--- src/rtl/sync_fifo_mem.sv ---
// rtl/sync_fifo_mem.sv - simple dual-port storage array, registered write, asynchronous read
module sync_fifo_mem #(
  parameter int DATA_WIDTH = 8,
  parameter int ADDR_SIZE  = 4
) (
  input  logic                  clk,
  input  logic                  w_en,
  input  logic [ADDR_SIZE-1:0]  w_addr,
  input  logic [DATA_WIDTH-1:0] w_data,
  input  logic [ADDR_SIZE-1:0]  r_addr,
  output logic [DATA_WIDTH-1:0] r_data
);

  localparam int DEPTH = 1 << ADDR_SIZE;

  logic [DATA_WIDTH-1:0] mem_q [DEPTH];

  always_ff @(posedge clk) begin
    if (w_en) begin
      mem_q[w_addr] <= w_data;
    end
  end

  // Asynchronous read gives first-word-fall-through on the head entry.
  assign r_data = mem_q[r_addr];

endmodule

--- src/rtl/sync_fifo.sv ---
// rtl/sync_fifo.sv - single-clock FWFT FIFO with thresholds and count; SYNC_FIFO_ERR_EN adds sticky overflow/underflow flags
module sync_fifo #(
  parameter int DATA_WIDTH       = 8,
  parameter int ADDR_SIZE        = 4,
  parameter int ALMOST_FULL_GAP  = 1,
  parameter int ALMOST_EMPTY_GAP = 1
) (
  input  logic                  clk,
  input  logic                  reset,
  input  logic                  w_inc,
  input  logic [DATA_WIDTH-1:0] w_data,
  output logic                  w_full,
  output logic                  w_almost_full,
  output logic                  w_overflow,
  input  logic                  r_inc,
  output logic [DATA_WIDTH-1:0] r_data,
  output logic                  r_empty,
  output logic                  r_almost_empty,
  output logic                  r_underflow,
  output logic [ADDR_SIZE:0]    r_count
);

  localparam int DEPTH     = 1 << ADDR_SIZE;
  localparam int PTR_WIDTH = ADDR_SIZE + 1;

  localparam logic [PTR_WIDTH-1:0] FULL_LEVEL = PTR_WIDTH'(DEPTH);
  localparam logic [PTR_WIDTH-1:0] AF_LEVEL   = PTR_WIDTH'(DEPTH - ALMOST_FULL_GAP);
  localparam logic [PTR_WIDTH-1:0] AE_LEVEL   = PTR_WIDTH'(ALMOST_EMPTY_GAP);

  logic [PTR_WIDTH-1:0] w_ptr_q, w_ptr_d;
  logic [PTR_WIDTH-1:0] r_ptr_q, r_ptr_d;
  logic                 w_accept, r_accept;

  // The extra MSB makes the modular difference range over 0..DEPTH.
  assign r_count        = w_ptr_q - r_ptr_q;
  assign w_full         = (r_count == FULL_LEVEL);
  assign r_empty        = (r_count == '0);
  assign w_almost_full  = (r_count >= AF_LEVEL);
  assign r_almost_empty = (r_count <= AE_LEVEL);

  assign w_accept = w_inc && !w_full;
  assign r_accept = r_inc && !r_empty;

  always_comb begin
    w_ptr_d = w_ptr_q;
    r_ptr_d = r_ptr_q;
    if (w_accept) begin
      w_ptr_d = w_ptr_q + PTR_WIDTH'(1);
    end
    if (r_accept) begin
      r_ptr_d = r_ptr_q + PTR_WIDTH'(1);
    end
  end

  always_ff @(posedge clk) begin
    if (reset) begin
      w_ptr_q <= '0;
      r_ptr_q <= '0;
    end else begin
      w_ptr_q <= w_ptr_d;
      r_ptr_q <= r_ptr_d;
    end
  end

  sync_fifo_mem #(
    .DATA_WIDTH(DATA_WIDTH),
    .ADDR_SIZE (ADDR_SIZE)
  ) u_mem (
    .clk   (clk),
    .w_en  (w_accept && !reset),
    .w_addr(w_ptr_q[ADDR_SIZE-1:0]),
    .w_data(w_data),
    .r_addr(r_ptr_q[ADDR_SIZE-1:0]),
    .r_data(r_data)
  );

`ifdef SYNC_FIFO_ERR_EN
  logic overflow_q, overflow_d;
  logic underflow_q, underflow_d;

  always_comb begin
    overflow_d  = overflow_q  | (w_inc & w_full);
    underflow_d = underflow_q | (r_inc & r_empty);
  end

  always_ff @(posedge clk) begin
    if (reset) begin
      overflow_q  <= 1'b0;
      underflow_q <= 1'b0;
    end else begin
      overflow_q  <= overflow_d;
      underflow_q <= underflow_d;
    end
  end

  assign w_overflow  = overflow_q;
  assign r_underflow = underflow_q;
`else
  assign w_overflow  = 1'b0;
  assign r_underflow = 1'b0;
`endif

endmodule
--- config.mk ---
export PLATFORM = sky130hd
export DESIGN_NAME = sync_fifo
export DESIGN_NICKNAME = d
export VERILOG_FILES = /design/src/rtl/sync_fifo_mem.sv /design/src/rtl/sync_fifo.sv
export SDC_FILE = /design/constraint.sdc
export NUM_CORES = 1
export LEC_CHECK = 0
export ABC_CLOCK_PERIOD_IN_PS = 3500
export CORE_MARGIN = 2
export CORE_UTILIZATION = 59
export DETAILED_ROUTE_END_ITERATION = 8
export PLACE_DENSITY_LB_ADDON = 0.15
export SLEW_MARGIN = 40
export SYNTH_ARGS = -nofsm -noshare
export SYNTH_HDL_FRONTEND = slang
export SYNTH_SLANG_ARGS = --single-unit
--- constraint.sdc ---
create_clock -name clk -period 3.5 [get_ports clk]
set_input_delay 1.05 -clock clk [delete_from_list [all_inputs] [get_ports clk]]
set_output_delay 1.05 -clock clk [all_outputs]
set_load 0.05 [all_outputs]
## Word-level counts from Yosys, hierarchy flattened

Memory sizes are Yosys's and may differ from the RTL's. A register that Yosys moved wholly into a read port is not among the register bits.
Cells that the tools add are included.

| cells by class | value |
|---|---|
| shifts and indexed selects | 0 |
| reductions and logical operators | 7 |
| equality and inequality tests | 1 |
| bitwise logic cells | 0 |
| multiplexer cells | 4 |
| div/mod/pow operators | 0 |
| $mul | 0 |
| order comparisons | 2 |
| add/subtract/negate cells | 3 |

Operator list:

| operator | number |
|---|---|
| $add 5x1->5 const B | 2 |
| $mux 4 | 2 |
| $eq 5x5->1 const B | 1 |
| $ge 5x4->1 const B | 1 |
| $le 5x1->1 const B | 1 |
| $logic_not 5->1 | 1 |
| $sub 5x5->5 | 1 |
| $logic_and 1x1->1 | 3 |
| $logic_not 1->1 | 3 |
| $mux 1 | 2 |

| storage, ports and cells | value |
|---|---|
| ROM bits | 0 |
| latch bits | 0 |
| bits in writable memories | 128 |
| bits in registers | 10 |
| memories kept | 1 |
| bits of input ports | 12 |
| logic and storage cells | 20 |

Memory list:

| memory | depth | width | read ports | clocked after Yosys merged registers in | write ports | line | RTL |
|---|---|---|---|---|---|---|---|
| u_mem.mem_q | 16 | 8 | 1 | 1 | 1 | sync_fifo_mem.sv:16 | `logic [DATA_WIDTH-1:0] mem_q [DEPTH];` |

## Depth between registers and ports, before layout

| depth | value |
|---|---|
| word-level depth | 7 |
| gate-level depth with buffers | 11 |
| gate-level depth less buffers | 9 |

## Hierarchy

Synthesis repeated with hierarchy kept, for this count alone.

| second synthesis, totals | value |
|---|---|
| cell total of the unflattened synthesis | 311 |
| area, all modules | 5,795.6 um^2 |

Modules (own cells, without submodules):

| module | cells an instance | area each (um^2) | instances | sequential area each (um^2) |
|---|---|---|---|---|
| sync_fifo_mem | 221 | 4,987.3 | 1 | 3,843.7 |
| sync_fifo | 90 | 808.3 | 1 | 200.2 |

## Worst setup path after synthesis

Ideal clock, no wire load.

| timing path | value |
|---|---|
| path kind | register to output |
| from | register r_ptr_q[2] |
| to | output port r_almost_empty |
| data required time | 2,450 ps |
| stages on the path, launching flop included | 8 |
| buffers on the path | 1 |
| arrival time | 3,144 ps |
| path slack | -694 ps |
| path through | dfxtp_1 > inv_1 > ha_1 > and3b_1 > or3_4 > and2_4 > buf_6 > nor4_1 |

| between the ends | value |
|---|---|
| longest elaborated chain between the ends | 2 |

Ends and longest elaborated chain:

| element | line | RTL |
|---|---|---|
| from (decl) | sync_fifo.sv:31 | `logic [PTR_WIDTH-1:0] r_ptr_q, r_ptr_d;` |
| from (signal assigned) | sync_fifo.sv:61 | `r_ptr_q <= r_ptr_d;` |
| $sub 5x5->5 | sync_fifo.sv:35 | `assign r_count = w_ptr_q - r_ptr_q;` |
| named net r_count[3] | sync_fifo.sv:20 | `output logic [ADDR_SIZE:0] r_count` |
| $le 5x1->1 | sync_fifo.sv:39 | `assign r_almost_empty = (r_count <= AE_LEVEL);` |
| to (decl) | sync_fifo.sv:18 | `output logic r_almost_empty,` |

The timed path passes the listed nets, and every way through them passes these cells.

## Worst setup path after layout

| timing path | value |
|---|---|
| from | register w_ptr_q[0] |
| to | output port w_full |

| between the ends | value |
|---|---|
| longest elaborated chain between the ends | 2 |

Ends and longest elaborated chain:

| element | line | RTL |
|---|---|---|
| from (decl) | sync_fifo.sv:30 | `logic [PTR_WIDTH-1:0] w_ptr_q, w_ptr_d;` |
| from (signal assigned) | sync_fifo.sv:60 | `w_ptr_q <= w_ptr_d;` |
| $sub 5x5->5 | sync_fifo.sv:35 |  |
| $eq 5x5->1 | sync_fifo.sv:36 | `assign w_full = (r_count == FULL_LEVEL);` |
| to (decl) | sync_fifo.sv:12 | `output logic w_full,` |

No other way between the ends.

==> impl_metrics.json <==
{
  "status": "finished with violations",
  "violations": "setup timing",
  "synth-seq-area-share_pct": 70.9,
  "synth_area_leaders": "edfxtp_1 (66%), mux4_2 (15%), dfxtp_1 (4.8%)",
  "dp_hpwl_um": 7250,
  "syn_inst": 301,
  "htree_levels": 4,
  "num_vias": 3107,
  "fmax_mhz": 284,
  "place_ws_ns": 0.225,
  "vdd.ir_drop.worst_uv": 1140,
  "cp_cell_sequence": "inv_2 -> ha_4 -> inv_2 -> fa_2 -> xor2_4 -> or3_4 -> a2111oi_4 -> buf_12",
  "pin_count": 31,
  "wirelength_um": 12200,
  "synth_seq_cells": 142,
  "setup_viol": 2,
  "async_reset_ff_share_pct": 0,
  "drt-initial-drc-count": 309,
  "reg2reg_setup_slack_ns": 0.46,
  "max_cap_violations": 0,
  "p_per_area_mw_per_mm2": 826,
  "grt_pass1_vias": 3120,
  "cp.arrival_ns": 2.48,
  "die_y_um": 103,
  "skew_ns": 0.00858,
  "cp_max_fo": 2,
  "min_period_ns": 3.53,
  "path_common_cell": "inv_2",
  "cts_root_buffer": "clkbuf_8",
  "synthDistinctLibCells": 38,
  "antennaDiodeCount": 0,
  "worst_setup_path_end_kind": "primary output",
  "cp_data_required_time_ns": 2.45,
  "nets": 394,
  "synth_warnings": 0,
  "grt_pass1_wl_um": 18500,
  "cts.hold.buffers_added": 0,
  "crit_type": "flop to primary output",
  "fp.dieW_um": 103,
  "worst_pin_slew_ns": 0.709,
  "synth_top_area_share_pct": 66.1,
  "drive_gt1_share_pct": 43.2,
  "cts.sinks": 142,
  "cp_num_buf_inv": 3,
  "core_area_sq_mm": 0.00968,
  "syn-cell-area_sq_mm": 0.00582,
  "leakagePower_nw": 2.46,
  "max_stage_delay_ns": 0.38,
  "critPathSlowestCell": "fa_2",
  "hold_path.class": "flop to flop",
  "cts_tree": "done",
  "final.setup.tns_ns": -0.0313,
  "cts_buffer_depth": 2,
  "vias_per_cell": 6.01,
  "ys.flop_type": "edfxtp_1",
  "layout_common_cells": "edfxtp_1 (128), buf_4 (41), mux4_2 (40)",
  "final_common_cell": "edfxtp_1",
  "num_rows": 36,
  "place_congestion": 0.809,
  "io_buffers": 28,
  "max_slew_margin_pct": 52.4,
  "syn_to_final_growth_pct": 27.3,
  "grt_max_degree": 33,
  "hold_viol": 0,
  "clk_pin_slew_ns": 0.06,
  "antenna_found_initial": 1,
  "insertion_delay_ns": 0.51,
  "cp-start-kind": "flop",
  "initial_utilization_pct": 60.1,
  "dieArea_sq_mm": 0.0107,
  "dr.pass1.iters": 4,
  "cts_buffers": 17,
  "period_share_pct": 101,
  "timing.final.ws_setup_ns": -0.0261,
  "fillCellCount": 528,
  "synth_edf_count": 128,
  "drv_slew": 0,
  "crit_family": "adder cells",
  "wl_per_cell_um": 23.5,
  "syn-mean-instance-area_sq_um": 19.3,
  "rsz0062_at_grt": "yes",
  "yosysTopAreaCell": "edfxtp_1",
  "overflow": 0,
  "ant_nets": 0,
  "drc": 0,
  "power.total_mw": 6.12,
  "grt_usage_pct": 25.5,
  "fin_util_pct": 76.5
}
## cell families after synthesis
| kind of cell | share of synthesized area [%] |
|---|---|
| flops | 70.9 |
| simple gates | 5.38 |
| mux | 16.6 |
| buf+inv | 2.24 |
| compound gates | 2.26 |
| fa+ha+maj | 2.28 |
| xor+xnor | 0.301 |
| other cells | 0.0644 |
## layout make-up
type,count,area (sq um),share of cell area (%)
Clock buffer,17,414,5.59
Clock inverter,14,179,2.42
Inverter,9,33.8,0.456
Multi-Input combinational cell,132,1780,24.0
Sequential cell,142,4130,55.8
Tap cell,133,166,2.25
Timing Repair Buffer,70,702,9.47
## final timing paths
check / from / endpoint / depth (start not counted)
max: w_ptr_q[0] / w_full / 8
min: r_ptr_q[1] / r_ptr_q[1] / 2
max reg2reg: w_ptr_q[0] / u_mem.mem_q[14][1] / 12
min reg2reg: r_ptr_q[1] / r_ptr_q[1] / 2
## through the flow
stage	std cells	instance area (sq um)	hold slack, ns
2_1_floorplan	302	5840	0.475
3_3_place_gp	470	6500	0.492
3_5_place_dp	470	6510	0.499
4_1_cts	511	7350	0.506
5_1_grt	517	7410	0.549
6_report	517	7410	0.526
## worst reg2reg max path, cell delays in order, from the launching register on
cell and delay [ns]:
dfxtp_2 0.32, inv_2 0.07, ha_4 0.12, inv_2 0.03, fa_2 0.38, xor2_4 0.17
or3_4 0.35, a2111oi_4 0.32, buf_4 0.24, nand2b_1 0.20, buf_4 0.28, nor3_1 0.11
buf_4 0.19
## per-layer routing
metal / GRT usage [%] / wire [um]
met1: 35.7 / 4960
met2: 39.7 / 6220
met3: 7.26 / 818
met4: 8.20 / 168
met5: 0 / 10
## timing repair
item                       4_1_cts  5_1_grt
pin swaps                        3        2
buffers inserted                 8        7
resized for setup               27       12
gates cloned                     2        0
setup endpoints to repair        9       13
## sequential cells by signal, indices dropped and copies added (netlist names), named ones only
signal,flops
w_ptr_q,5
u_mem.mem_q,128
r_ptr_q,5
## Yosys cell counts, types with 2 or more instances
cell and n:
edfxtp_1 128, mux4_2 40, dfxtp_1 14, ha_1 9, inv_1 9, nor4_1 9, clkbuf_1 8, a21oi_1 7
nand2b_1 7, nor2_1 7, nor3_1 6, o21ai_1 6, buf_2 5, mux2_1 5, or3_1 5, nor4b_1 4
buf_4 3, nand2_1 3, and3_1 2, buf_1 2, nand4_1 2, nor2b_1 2, o311ai_1 2, xor2_1 2
## where the power goes
group / switching (mW) / internal (mW) / total, mW
clock: 0.690 / 1.10 / 1.79
combinational: 1.27 / 1.11 / 2.38
sequential: 0.0436 / 1.91 / 1.95
total: 2.00 / 4.12 / 6.12
Note: power is estimated with default switching activity, not from simulation.
